### config.mk
export PLATFORM = sky130hd
export DESIGN_NAME = quad_gen
export DESIGN_NICKNAME = d
export VERILOG_FILES = /design/src/rtl/quad_gen_pkg.sv /design/src/rtl/quad_gen_step_timer.sv /design/src/rtl/quad_gen.sv
export SDC_FILE = /design/constraint.sdc
export NUM_CORES = 1
export LEC_CHECK = 0
export BUFFER_PORTS_ARGS = -buffer_cell sky130_fd_sc_hd__buf_2
export CORE_MARGIN = 3
export CORE_UTILIZATION = 26
export CTS_CLUSTER_DIAMETER = 80
export DETAILED_ROUTE_END_ITERATION = 16
export GPL_ROUTABILITY_DRIVEN = 0
export PLACE_DENSITY_LB_ADDON = 0.15
export SLEW_MARGIN = 20
export SYNTH_ARGS = -nofsm -noshare
export SYNTH_HDL_FRONTEND = slang
export SYNTH_SLANG_ARGS = --single-unit
### constraint.sdc
create_clock -name clk -period 5.25 [get_ports clk]
set_input_delay 0.2625 -clock clk [delete_from_list [all_inputs] [get_ports clk]]
set_output_delay 0.2625 -clock clk [all_outputs]
set_load 0.1 [all_outputs]
### src/rtl/quad_gen_pkg.sv
// quad_gen_pkg
//   Shared types and constants for the quadrature generator:
//   FSM state enum, quadrature phase encodings (ab), default widths
//   and a helper that steps the phase one position up or down.
package quad_gen_pkg;

    localparam int QG_WIDTH_DEF = 8;
    localparam int QG_DIV_W_DEF = 16;

    typedef enum logic [1:0] {
        IDLE  = 2'd0,
        WAIT1 = 2'd1,
        WAIT2 = 2'd2
    } qg_state_e;

    // ab encodings in up-count order; down is the reverse walk
    localparam logic [1:0] PH0 = 2'b00;
    localparam logic [1:0] PH1 = 2'b10;
    localparam logic [1:0] PH2 = 2'b11;
    localparam logic [1:0] PH3 = 2'b01;

    function automatic logic [1:0] qg_next_phase(input logic [1:0] ab, input logic up);
        logic [1:0] nxt;
        nxt = ab;
        case (ab)
            PH0:     nxt = up ? PH1 : PH3;
            PH1:     nxt = up ? PH2 : PH0;
            PH2:     nxt = up ? PH3 : PH1;
            default: nxt = up ? PH0 : PH2;
        endcase
        return nxt;
    endfunction

endpackage

### src/rtl/quad_gen_step_timer.sv
// quad_step_timer
//   Edge-spacing down-counter for quad_gen. Loads a value, counts down
//   one per enabled cycle and holds at zero.
//   Ports:
//     clk, reset   system clock, async active-high reset (count -> 0)
//     i_load       load i_load_val this cycle (wins over i_dec)
//     i_load_val   value to load
//     i_dec        decrement when nonzero
//     o_zero       count is zero
module quad_step_timer #(
    parameter int DIV_W = 16
) (
    input  logic             clk,
    input  logic             reset,
    input  logic             i_load,
    input  logic [DIV_W-1:0] i_load_val,
    input  logic             i_dec,
    output logic             o_zero
);

    localparam logic [DIV_W-1:0] C_ONE = DIV_W'(1);

    logic [DIV_W-1:0] r_count;

    always_ff @(posedge clk or posedge reset) begin
        if (reset) begin
            r_count <= '0;
        end else if (i_load) begin
            r_count <= i_load_val;
        end else if (i_dec && (r_count != '0)) begin
            r_count <= r_count - C_ONE;
        end
    end

    assign o_zero = (r_count == '0);

endmodule

### src/rtl/quad_gen.sv
// quad_gen
//   Quadrature waveform generator. Accepts a target position and walks a
//   paired quadrature decoder there, two phase edges per count, with
//   eff_P = max(period,1) clk cycles between edges.
//   Optional build macro: QUAD_GEN_ABORT_EN adds the 'abort' input.
//   Ports:
//     clk, reset   system clock, async active-high reset
//     abort        (QUAD_GEN_ABORT_EN only) stop the move at the next even phase
//     cmd_valid    target command present
//     cmd_ready    idle, command can be accepted
//     cmd_target   requested position
//     period       clk cycles between phase edges (0 treated as 1)
//     a, b         registered quadrature phases
//     position     count the paired decoder holds
//     busy         !cmd_ready
//
//   state | meaning
//   IDLE  | at rest on an even phase, accepting commands
//   WAIT1 | waiting for the counting (odd) edge of a step
//   WAIT2 | waiting for the closing (even) edge of a step
module quad_gen
    import quad_gen_pkg::*;
#(
    parameter int WIDTH = QG_WIDTH_DEF,
    parameter int DIV_W = QG_DIV_W_DEF
) (
    input  logic             clk,
    input  logic             reset,
`ifdef QUAD_GEN_ABORT_EN
    input  logic             abort,
`endif
    input  logic             cmd_valid,
    output logic             cmd_ready,
    input  logic [WIDTH-1:0] cmd_target,
    input  logic [DIV_W-1:0] period,
    output logic             a,
    output logic             b,
    output logic [WIDTH-1:0] position,
    output logic             busy
);

    localparam logic [WIDTH-1:0] C_POS_ONE = WIDTH'(1);
    localparam logic [DIV_W-1:0] C_DIV_ONE = DIV_W'(1);

    qg_state_e        r_state;
    qg_state_e        w_next_state;
    logic [WIDTH-1:0] r_target;
    logic [WIDTH-1:0] r_pos;
    logic [DIV_W-1:0] r_reload;
    logic             r_dir_up;
    logic [1:0]       r_ab;

    logic [WIDTH-1:0] w_diff;
    logic [DIV_W-1:0] w_eff_m1;
    logic             w_accept;
    logic             w_tmr_load;
    logic [DIV_W-1:0] w_tmr_val;
    logic             w_tmr_dec;
    logic             w_tmr_zero;
    logic             w_edge;
    logic             w_count;
    logic             w_abort_now;
    logic             w_abort_hold;

    assign w_diff   = cmd_target - r_pos;
    assign w_eff_m1 = (period == '0) ? '0 : (period - C_DIV_ONE);
    assign w_accept = cmd_valid && (r_state == IDLE);

`ifdef QUAD_GEN_ABORT_EN
    // An abort seen in WAIT2 must survive until the pending edge lands.
    logic r_abort_pend;

    always_ff @(posedge clk or posedge reset) begin
        if (reset) begin
            r_abort_pend <= 1'b0;
        end else if (w_next_state == IDLE) begin
            r_abort_pend <= 1'b0;
        end else if ((r_state == WAIT2) && abort) begin
            r_abort_pend <= 1'b1;
        end
    end

    assign w_abort_now  = abort;
    assign w_abort_hold = abort || r_abort_pend;
`else
    assign w_abort_now  = 1'b0;
    assign w_abort_hold = 1'b0;
`endif

    always_comb begin
        w_next_state = r_state;
        w_tmr_load   = 1'b0;
        w_tmr_val    = r_reload;
        w_tmr_dec    = 1'b0;
        w_edge       = 1'b0;
        w_count      = 1'b0;
        case (r_state)
            IDLE: begin
                // A zero-distance command is consumed without leaving IDLE.
                if (w_accept && (w_diff != '0)) begin
                    w_next_state = WAIT1;
                    w_tmr_load   = 1'b1;
                    w_tmr_val    = w_eff_m1;
                end
            end
            WAIT1: begin
                if (w_abort_now) begin
                    w_next_state = IDLE;
                    w_tmr_load   = 1'b1;
                    w_tmr_val    = '0;
                end else if (w_tmr_zero) begin
                    w_edge       = 1'b1;
                    w_count      = 1'b1;
                    w_tmr_load   = 1'b1;
                    w_next_state = WAIT2;
                end else begin
                    w_tmr_dec = 1'b1;
                end
            end
            WAIT2: begin
                if (w_tmr_zero) begin
                    w_edge = 1'b1;
                    if ((r_pos == r_target) || w_abort_hold) begin
                        w_next_state = IDLE;
                    end else begin
                        w_tmr_load   = 1'b1;
                        w_next_state = WAIT1;
                    end
                end else begin
                    w_tmr_dec = 1'b1;
                end
            end
            default: begin
                w_next_state = IDLE;
            end
        endcase
    end

    always_ff @(posedge clk or posedge reset) begin
        if (reset) begin
            r_state  <= IDLE;
            r_target <= '0;
            r_pos    <= '0;
            r_reload <= '0;
            r_dir_up <= 1'b1;
            r_ab     <= PH0;
        end else begin
            r_state <= w_next_state;
            if (w_accept) begin
                r_target <= cmd_target;
                r_reload <= w_eff_m1;
                // Half-range tie (MSB set) resolves downward.
                r_dir_up <= ~w_diff[WIDTH-1];
            end
            if (w_edge) begin
                r_ab <= qg_next_phase(r_ab, r_dir_up);
            end
            if (w_count) begin
                r_pos <= r_dir_up ? (r_pos + C_POS_ONE) : (r_pos - C_POS_ONE);
            end
        end
    end

    quad_step_timer #(
        .DIV_W (DIV_W)
    ) u_timer (
        .clk        (clk),
        .reset      (reset),
        .i_load     (w_tmr_load),
        .i_load_val (w_tmr_val),
        .i_dec      (w_tmr_dec),
        .o_zero     (w_tmr_zero)
    );

    assign a         = r_ab[1];
    assign b         = r_ab[0];
    assign position  = r_pos;
    assign cmd_ready = (r_state == IDLE);
    assign busy      = ~cmd_ready;

endmodule

==> metrics.csv, run 1 <==
metric;value;unit
ys async rst share;100.0;%
setup ws final;2.340;ns
overall die height;124.0;um
Slew HR;38.98;%
Vias per Instance;4.805;
Core ar.;0.01345;sq mm
First-pass DRT Iterations;4;
flop-to-flop setup slack;2.34;ns
Routed WL per cell;15.33;um
Synth Area in Compound Gates;21.02;%
Worst EP arrival;3.14;ns
#FFs+latches synth;53;
setup bufs post-CTS;0;
Worst Clk Skew;0.005345;ns
CP Launch Type;register;
Reg-to-Reg End;u_timer.r_count[6]$_DFFE_PP0P_;
P_leak;1.821;nW
initial antenna violation count;0;
most common cell after layout, fill and taps aside;dfrtp_1;
GRT Total Usage;12.48;%
RSZ-0062 raised after global routing;false;
Worst-path clk slew;0.08;ns
Avg Cell Area, Syn;9.476;sq um
# DRC;0;
Simple-Gate Fraction of Synth Area;16.56;%
Synth-to-Final Area Change;14.03;%
run status;finished clean;
Fillers;1462;
syn nets;430;
# H-tree levels;2;
Initial Util;26.91;%
PortBufs;38;
Least-Margin Pin Slew;0.9153;ns
launching point of the worst reg2reg path;position[3]$_DFFE_PP0P_;
worst path required time;5.48;ns
pre-CTS setup slack;2.354;ns
Post-Synth Adder-Cell Area;7.466;%
area leader, netlist;dfrtp_1;
number of global-route vias before repair;2794;
layout cells sized above 1;19.38;%
Sink Count;53;
Warnings, synthesis;0;
pin count of the biggest net entering global routing;54;
Hold Path Class;in -> async;
Max FO, Critical Path;21;
xor/xnor share of the synthesized area;10.89;%
Max VDD drop;0.1399;mV
top_reg_cell synth;dfrtp_1;
Final Slew Violations;0;
Syn Inst Count;382;
Clock Tree Root;clkbuf_16;
max-cap viol count;0;
DP Wirelength;7049;um
post-synth cell types;57;
most frequent cells in the layout;52 x dfrtp_1, 38 x buf_2, 31 x o21ai_0, 29 x nand2_1;
Finish-stage setup viols;0;
DRT iter0 DRCs;91;
PwrDens;414.3;mW/mm^2
min Tclk post-route;2.910;ns
cts repair resizes;0;
Clock Tree Buf Depth;2;
# hold bufs at CTS;0;
ANT nets after route;0;
Final Routed Wirelength;9104;um
sequential fraction of the synthesis area;36.67;%
Ports;39;
first-pass GRT wire length;15010;um
CTS tree;done;
TritonCTS buffer count;5;
Max Freq;343.6;MHz
# diodes;0;
# rows;42;
NumNets Final;465;
main combinational cell family by area after synthesis;compound AO/OA/AOI/OAI gates;
CP Class;reg -> reg;
number of synthesized flops with an enable pin;0;
synthesized cell area;0.003620;sq mm
CP endpoint kind;register;
Reg2Reg Depth;10;
die width;124.0;um
Tcrit/Tclk final;55.44;%
Final Hold Fails;0;
GRT overflow;0;
synth top area cells;dfrtp_1 36%, ha_1 6.9%, xor2_1 5.8%;
setup_tns;0;ns
Die Footprint;0.01537;sq mm
routed vias;2854;
clock latency on the worst-skew pair;0.30;ns
post-synthesis mux area share;3.042;%
Synth top area share;35.95;%
[layout make-up]
cell class / count / area [sq um] / share of cell area [%]
Multi-Input combinational cell: 295 / 2135 / 51.71
Sequential cell: 53 / 1328 / 32.16
Timing Repair Buffer: 42 / 220.2 / 5.335
Tap cell: 176 / 220.2 / 5.335
Clock buffer: 5 / 125.1 / 3.031
Inverter: 20 / 75.07 / 1.819
Clock inverter: 3 / 25.02 / 0.6062
[worst max path at each step]
| stage | endpoint | start | slack (ns) |
|---|---|---|---|
| global route | u_timer.r_count[6]$_DFFE_PP0P_ | position[3]$_DFFE_PP0P_ | 2.10 |
| global placement | u_timer.r_count[4]$_DFFE_PP0P_ | position[3]$_DFFE_PP0P_ | 2.42 |
| floorplan | u_timer.r_count[2]$_DFFE_PP0P_ | position[1]$_DFFE_PP0P_ | 2.16 |
| CTS | u_timer.r_count[4]$_DFFE_PP0P_ | position[3]$_DFFE_PP0P_ | 2.33 |
| finish | u_timer.r_count[6]$_DFFE_PP0P_ | position[3]$_DFFE_PP0P_ | 2.34 |
| detailed placement | u_timer.r_count[4]$_DFFE_PP0P_ | position[1]$_DFFE_PP0P_ | 2.35 |
[cells in the mapped netlist, types with 2 or more instances]
cell type and n:
mux2i_1 2, dfrtp_1 52, clkbuf_1 6, nor2_1 24, nor2b_1 2, a21boi_0 4, o21ai_1 4, mux2_2 8
nor3_1 11, buf_6 2, o21ai_0 31, a22oi_1 12, nand4_1 3, a31oi_1 3, nor3b_1 5, a221o_1 2
inv_1 20, a32oi_1 2, a21oi_2 10, ha_1 20, nor4_2 2, buf_2 3, nand2_1 29, nand3_1 5
buf_4 3, nor4b_4 2, xnor2_1 21, a21oi_1 13, o21bai_1 2, or3_1 3, or4_1 2, a21o_1 19
nor4_1 8, xor2_1 24
[stage by stage]
| step | utilization (%) | power (mW) | hold WS [ns] | cell area (sq um) | std cells |
|---|---|---|---|---|---|
| 2_1_floorplan | - | 1.202 | 0.3708 | 3620 | 382 |
| 3_3_place_gp | 29.57 | 1.371 | 0.4573 | 3978 | 586 |
| 3_5_place_dp | 29.57 | 1.374 | 0.4621 | 3978 | 586 |
| 4_1_cts | 30.68 | 1.729 | 0.1860 | 4128 | 594 |
| 5_1_grt | 30.68 | 1.840 | 0.2179 | 4128 | 594 |
| 6_report | 30.68 | 1.710 | 0.1493 | 4128 | 594 |
[kinds of logic (layout without fill, tap and decap cells)]
logic type / count (synthesis) / in the layout
muxes: 10 / 10
DFF: 53 / 53
adders and majority gates: 21 / 21
AOI/OAI and AO/OA: 113 / 113
buffers and inverters: 34 / 70
and+or+nand+nor: 106 / 106
xor gates and xnor gates: 45 / 45
[report_power, final]
group	switching [mW]	internal, mW	total (mW)
combinational	0.387	0.271	0.658
clock	0.166	0.181	0.346
sequential	0.137	0.569	0.706
[critical path: stages, from the launching register on]
cell      delay (ns)
dfrtp_1         0.44
inv_1           0.06
ha_1            0.30
a21o_1          0.18
a21oi_1         0.29
nand3_1         0.12
a2111o_1        0.42
o21ai_1         0.15
buf_4           0.22
a21o_1          0.42
a221o_1         0.24
[flip-flops by register name, summed over array words and instances (netlist names)]
signal	count
r_state	2
r_target	8
u_timer.r_count	16
r_reload	16
position	8
r_ab	2
r_dir_up	1
[metal layers]
layer	routed length (um)	GRT usage, %	share of wire (%)	vias to the layer above
met5	0	0	0	-
met1	4701	18.30	52	1354
met2	4010	19.06	44	55
met3	278	1.998	3.1	8
li1	-	-	-	1437
met4	114	3.354	1.3	0
Power figures use the tool's default switching activity.
==> run 2: changes to the inputs <==
- clock period: 5.25 -> 2.6 ns (I/O delays scaled with it)
==> metrics.csv, run 2 (synthesis gave the netlist of run 1 again) <==
metric;value;unit
run status;finished clean;
Layout Cells excl Fill;609;
most frequent cells in the layout;45 x dfrtp_1, 38 x buf_2, 31 x o21ai_0, 29 x nand2_1;
Max FO, Critical Path;8;
# diodes;0;
Worst-path clk slew;0.08;ns
ANT nets after route;0;
PwrDens;837.6;mW/mm^2
Worst Clk Skew;0.01105;ns
Initial Util;26.91;%
Core ar.;0.01345;sq mm
TritonCTS buffer count;5;
flop-to-flop setup slack;0.13;ns
Least-Margin Pin Slew;0.7281;ns
clock latency on the worst-skew pair;0.29;ns
initial antenna violation count;0;
fin util;32.43;%
Vias per Instance;4.778;
Final Routed Wirelength;9434;um
area of the multi-input gates;0.002210;sq mm
DRT iter0 DRCs;148;
NumNets Final;480;
Reg-to-Reg End;r_state[0]$_DFFE_PP0P_;
CP Class;reg -> reg;
launching point of the worst reg2reg path;position[3]$_DFFE_PP0P_;
routed vias;2910;
P_leak;1.919;nW
Final Power;3.654;mW
Hold Slack;0.003704;ns
Final Hold Fails;0;
DP Wirelength;7164;um
GRT Total Usage;12.92;%
min Tclk post-route;2.468;ns
worst path required time;2.76;ns
number of global-route vias before repair;2931;
most common cell after layout, fill and taps aside;dfrtp_1;
register area;0.001336;sq mm
overall die height;124.0;um
setup_tns;0;ns
Fillers;1423;
GRT overflow;0;
first-pass GRT wire length;15560;um
dpl cells;599;
Sink Count;53;
Die Footprint;0.01537;sq mm
Finish-stage setup viols;0;
crit path from;position[3]$_DFFE_PP0P_;
CP endpoint;r_state[0]$_DFFE_PP0P_;
Max VDD drop;0.2753;mV
# DRC;0;
Synth-to-Final Area Change;20.53;%
Final Slew Violations;0;
First-pass DRT Iterations;5;
Clock Tree Root;clkbuf_16;
die width;124.0;um
max-cap viol count;0;
Slew HR;51.46;%
Tcrit/Tclk final;94.92;%
Clock Tree Buf Depth;2;
biggest regs;r_reload (16), u_timer.r_count (16);
Reg2Reg Depth;11;
# rows;42;
# hold bufs at CTS;0;
RSZ-0062 raised after global routing;false;
layout cells sized above 1;26.56;%
Routed WL per cell;15.49;um
Max Freq;405.2;MHz
CP Launch Type;register;
PortBufs;38;
CP endpoint kind;register;
Worst EP arrival;2.63;ns
Ports;39;
# H-tree levels;2;
CTS tree;done;
pin count of the biggest net entering global routing;54;
Hold Path Class;in -> async;
-- run 2: worst min-delay path by stage --
| stage | cells past startpoint | startpoint | to | slack (ns) |
|---|---|---|---|---|
| 2_1_floorplan | 1 | period[0] | r_reload[0]$_DFFE_PP0P_ | 0.24 |
| 3_3_place_gp | 3 | reset | r_ab[0]$_DFFE_PP0P_ | 0.38 |
| 3_5_place_dp | 3 | reset | position[7]$_DFFE_PP0P_ | 0.38 |
| 4_1_cts | 3 | reset | position[7]$_DFFE_PP0P_ | 0.07 |
| 5_1_grt | 3 | reset | position[7]$_DFFE_PP0P_ | 0.09 |
| 6_report | 3 | reset | position[7]$_DFFE_PP0P_ | 0.004 |
-- run 2: area by class of cell --
class                      count  area share [%]
inverter                      20           1.721
clock buffer                   7           3.269
tap                          176           5.047
sequential                    53           30.63
timing repair buffer          57           8.001
clock inverter                 1          0.6883
multi-input combinational    295           50.65
-- run 2: critical path: stages, from the launching register on --
cell	delay (ns)
dfrtp_2	0.41
inv_2	0.06
ha_4	0.19
a21o_1	0.18
a21oi_2	0.19
nand3_1	0.10
a2111o_1	0.47
o21ai_2	0.16
buf_6	0.14
buf_4	0.15
a21boi_0	0.17
o32ai_1	0.10
-- run 2: routing by layer --
metal	up-vias	track usage, %	wire length (um)
met5	-	0	0
met4	0	2.943	97
met3	6	1.862	264
met2	43	18.89	3982
met1	1394	20.00	5090
li1	1467	-	-
-- run 2: repair_timing --
action | CTS | global route
hold endpoints to repair | 0 | 0
endpoints found under the setup margin | 0 | 15
buffers inserted | 0 | 2
gates resized for setup | 0 | 5
-- run 2: per-stage QoR --
stage	cell area, sq um	setup slack, ns
after global placement	4158	0.1040
after global routing	4363	0.0004683
final	4363	0.1321
after floorplan	3694	-0.06154
after CTS	4330	0.02646
after detailed placement	4158	0.06085
-- run 2: power breakdown --
group	internal, mW	switching [mW]	leakage, nW
combinational	0.624	0.828	1.19
clock	0.482	0.310	0.0841
sequential	1.15	0.261	0.641
==> run 3: changes to the inputs <==
- CORE_ASPECT_RATIO: default -> 0.7
==> metrics.csv, run 3 (synthesis gave the netlist of run 1 again) <==
metric;value;unit
run status;finished clean;
clock latency on the worst-skew pair;0.29;ns
TritonCTS buffer count;5;
Worst Clk Skew;0.008402;ns
GRT Total Usage;12.97;%
Reg-to-Reg End;u_timer.r_count[14]$_DFFE_PP0P_;
most common cell after layout, fill and taps aside;dfrtp_1;
layout cells sized above 1;27.33;%
Sink Count;53;
overall die height;104.7;um
clock share of power;19.1;%
most frequent cells in the layout;45 x dfrtp_1, 38 x buf_2, 31 x o21ai_0, 29 x nand2_1;
die width;147.0;um
Max Freq;403.9;MHz
Vias per Instance;4.712;
dpl cells;614;
GRT overflow;0;
DP Area;0.004227;sq mm
switching part of the total;39.75;%
Worst-path clk slew;0.07;ns
First-pass DRT Iterations;4;
P_leak;1.944;nW
Final Hold Fails;0;
number of global-route vias before repair;2772;
PwrDens;815.2;mW/mm^2
Ports;39;
Gate power share;41.1;%
Reg2Reg Depth;11;
setup_tns;0;ns
Least-Margin Pin Slew;0.5555;ns
Hold Path Class;in -> reg;
Layout Cells excl Fill;624;
Synth-to-Final Area Change;21.74;%
NumNets Final;486;
internal power;2.164;mW
# rows;35;
max-cap viol count;0;
Worst EP arrival;2.67;ns
Max VDD drop;0.2854;mV
design area;0.004407;sq mm
Finish-stage setup viols;0;
Reg power frac;39.8;%
CP endpoint kind;register;
initial antenna violation count;0;
pin count of the biggest net entering global routing;33;
CP Launch Type;register;
Die Footprint;0.01540;sq mm
Routed WL per cell;15.87;um
# DRC;0;
Final Routed Wirelength;9901;um
Initial Util;27.01;%
PortBufs;38;
first-pass GRT wire length;15860;um
WHS Path Cells;2;
routed vias;2940;
Clock Tree Buf Depth;2;
flop-to-flop setup slack;0.12;ns
CP Class;reg -> reg;
min Tclk post-route;2.476;ns
ANT nets after route;0;
worst path required time;2.80;ns
launching point of the worst reg2reg path;position[3]$_DFFE_PP0P_;
Max FO, Critical Path;15;
biggest regs;r_reload (16), u_timer.r_count (16);
fin util;32.89;%
CP endpoint;u_timer.r_count[14]$_DFFE_PP0P_;
# diodes;0;
Core ar.;0.01340;sq mm
DRT iter0 DRCs;154;
CTS tree;done;
Tcrit/Tclk final;95.23;%
crit path from;position[3]$_DFFE_PP0P_;
Slew HR;62.91;%
switching power;1.428;mW
DP Wirelength;7987;um
# H-tree levels;2;
Clock Tree Root;clkbuf_16;
Final Slew Violations;0;
[run 3: power by group through the flow]
stage                     Sequential [mW]  Combinational [mW]  Clock, mW
final                                1.43                1.48      0.686
after CTS                            1.42                1.47      0.706
after detailed placement             1.44                1.46          0
after global routing                 1.47                1.63      0.749
after global placement               1.44                1.46          0
after floorplan                      1.37                1.06          0
[run 3: worst max-delay path, cell delays in order (launching register included)]
cell and delay [ns]:
dfrtp_2 0.41, inv_2 0.06, ha_4 0.19, a21o_1 0.18, a21oi_2 0.17, nand3_1 0.10
a2111o_1 0.47, o21ai_2 0.16, buf_6 0.16, buf_4 0.14, o21ai_0 0.10, a22oi_1 0.23
[run 3: cell type report]
class / count / area [sq um]
well taps: 185 / 231.5
repair buffers: 63 / 409.1
fillers: 1447 / 8994
clock buffers: 6 / 138.9
inverters: 20 / 75.07
flip-flops and latches: 53 / 1336
multi-input cells: 295 / 2202
clock inverters: 2 / 13.76
[run 3: worst min-delay path by stage]
stage	startpoint	end	slack [ns]
6_report	period[0]	r_reload[0]$_DFFE_PP0P_	0.1
5_1_grt	period[0]	r_reload[0]$_DFFE_PP0P_	0.11
4_1_cts	period[0]	r_reload[0]$_DFFE_PP0P_	0.1
3_5_place_dp	reset	r_ab[1]$_DFFE_PP0P_	0.23
3_3_place_gp	reset	r_ab[1]$_DFFE_PP0P_	0.22
2_1_floorplan	period[0]	r_reload[0]$_DFFE_PP0P_	0.24
[run 3: layer usage]
metal  vias up  routed length, um  track usage, %
li1       1483                  -               -
met1      1412               5976           23.04
met2        43               3460           15.38
met3         2                419           2.514
met4         0                 44           1.795
met5         -                  0               0
[run 3: metrics by stage]
step	setup WS, ns	power [mW]	hold slack (ns)
floorplan	-0.06154	2.434	0.2383
global placement	0.1276	2.896	0.2226
detailed placement	0.1409	2.899	0.2261
CTS	0.1235	3.602	0.09835
global route	-0.01464	3.849	0.1129
finish	0.1239	3.592	0.09783
[run 3: timing repair]
item	CTS	global route
setup buffers	0	1
hold endpoints to repair	21	0
hold buffers	1	0
endpoints found under the setup margin	0	14
resized for setup	0	3
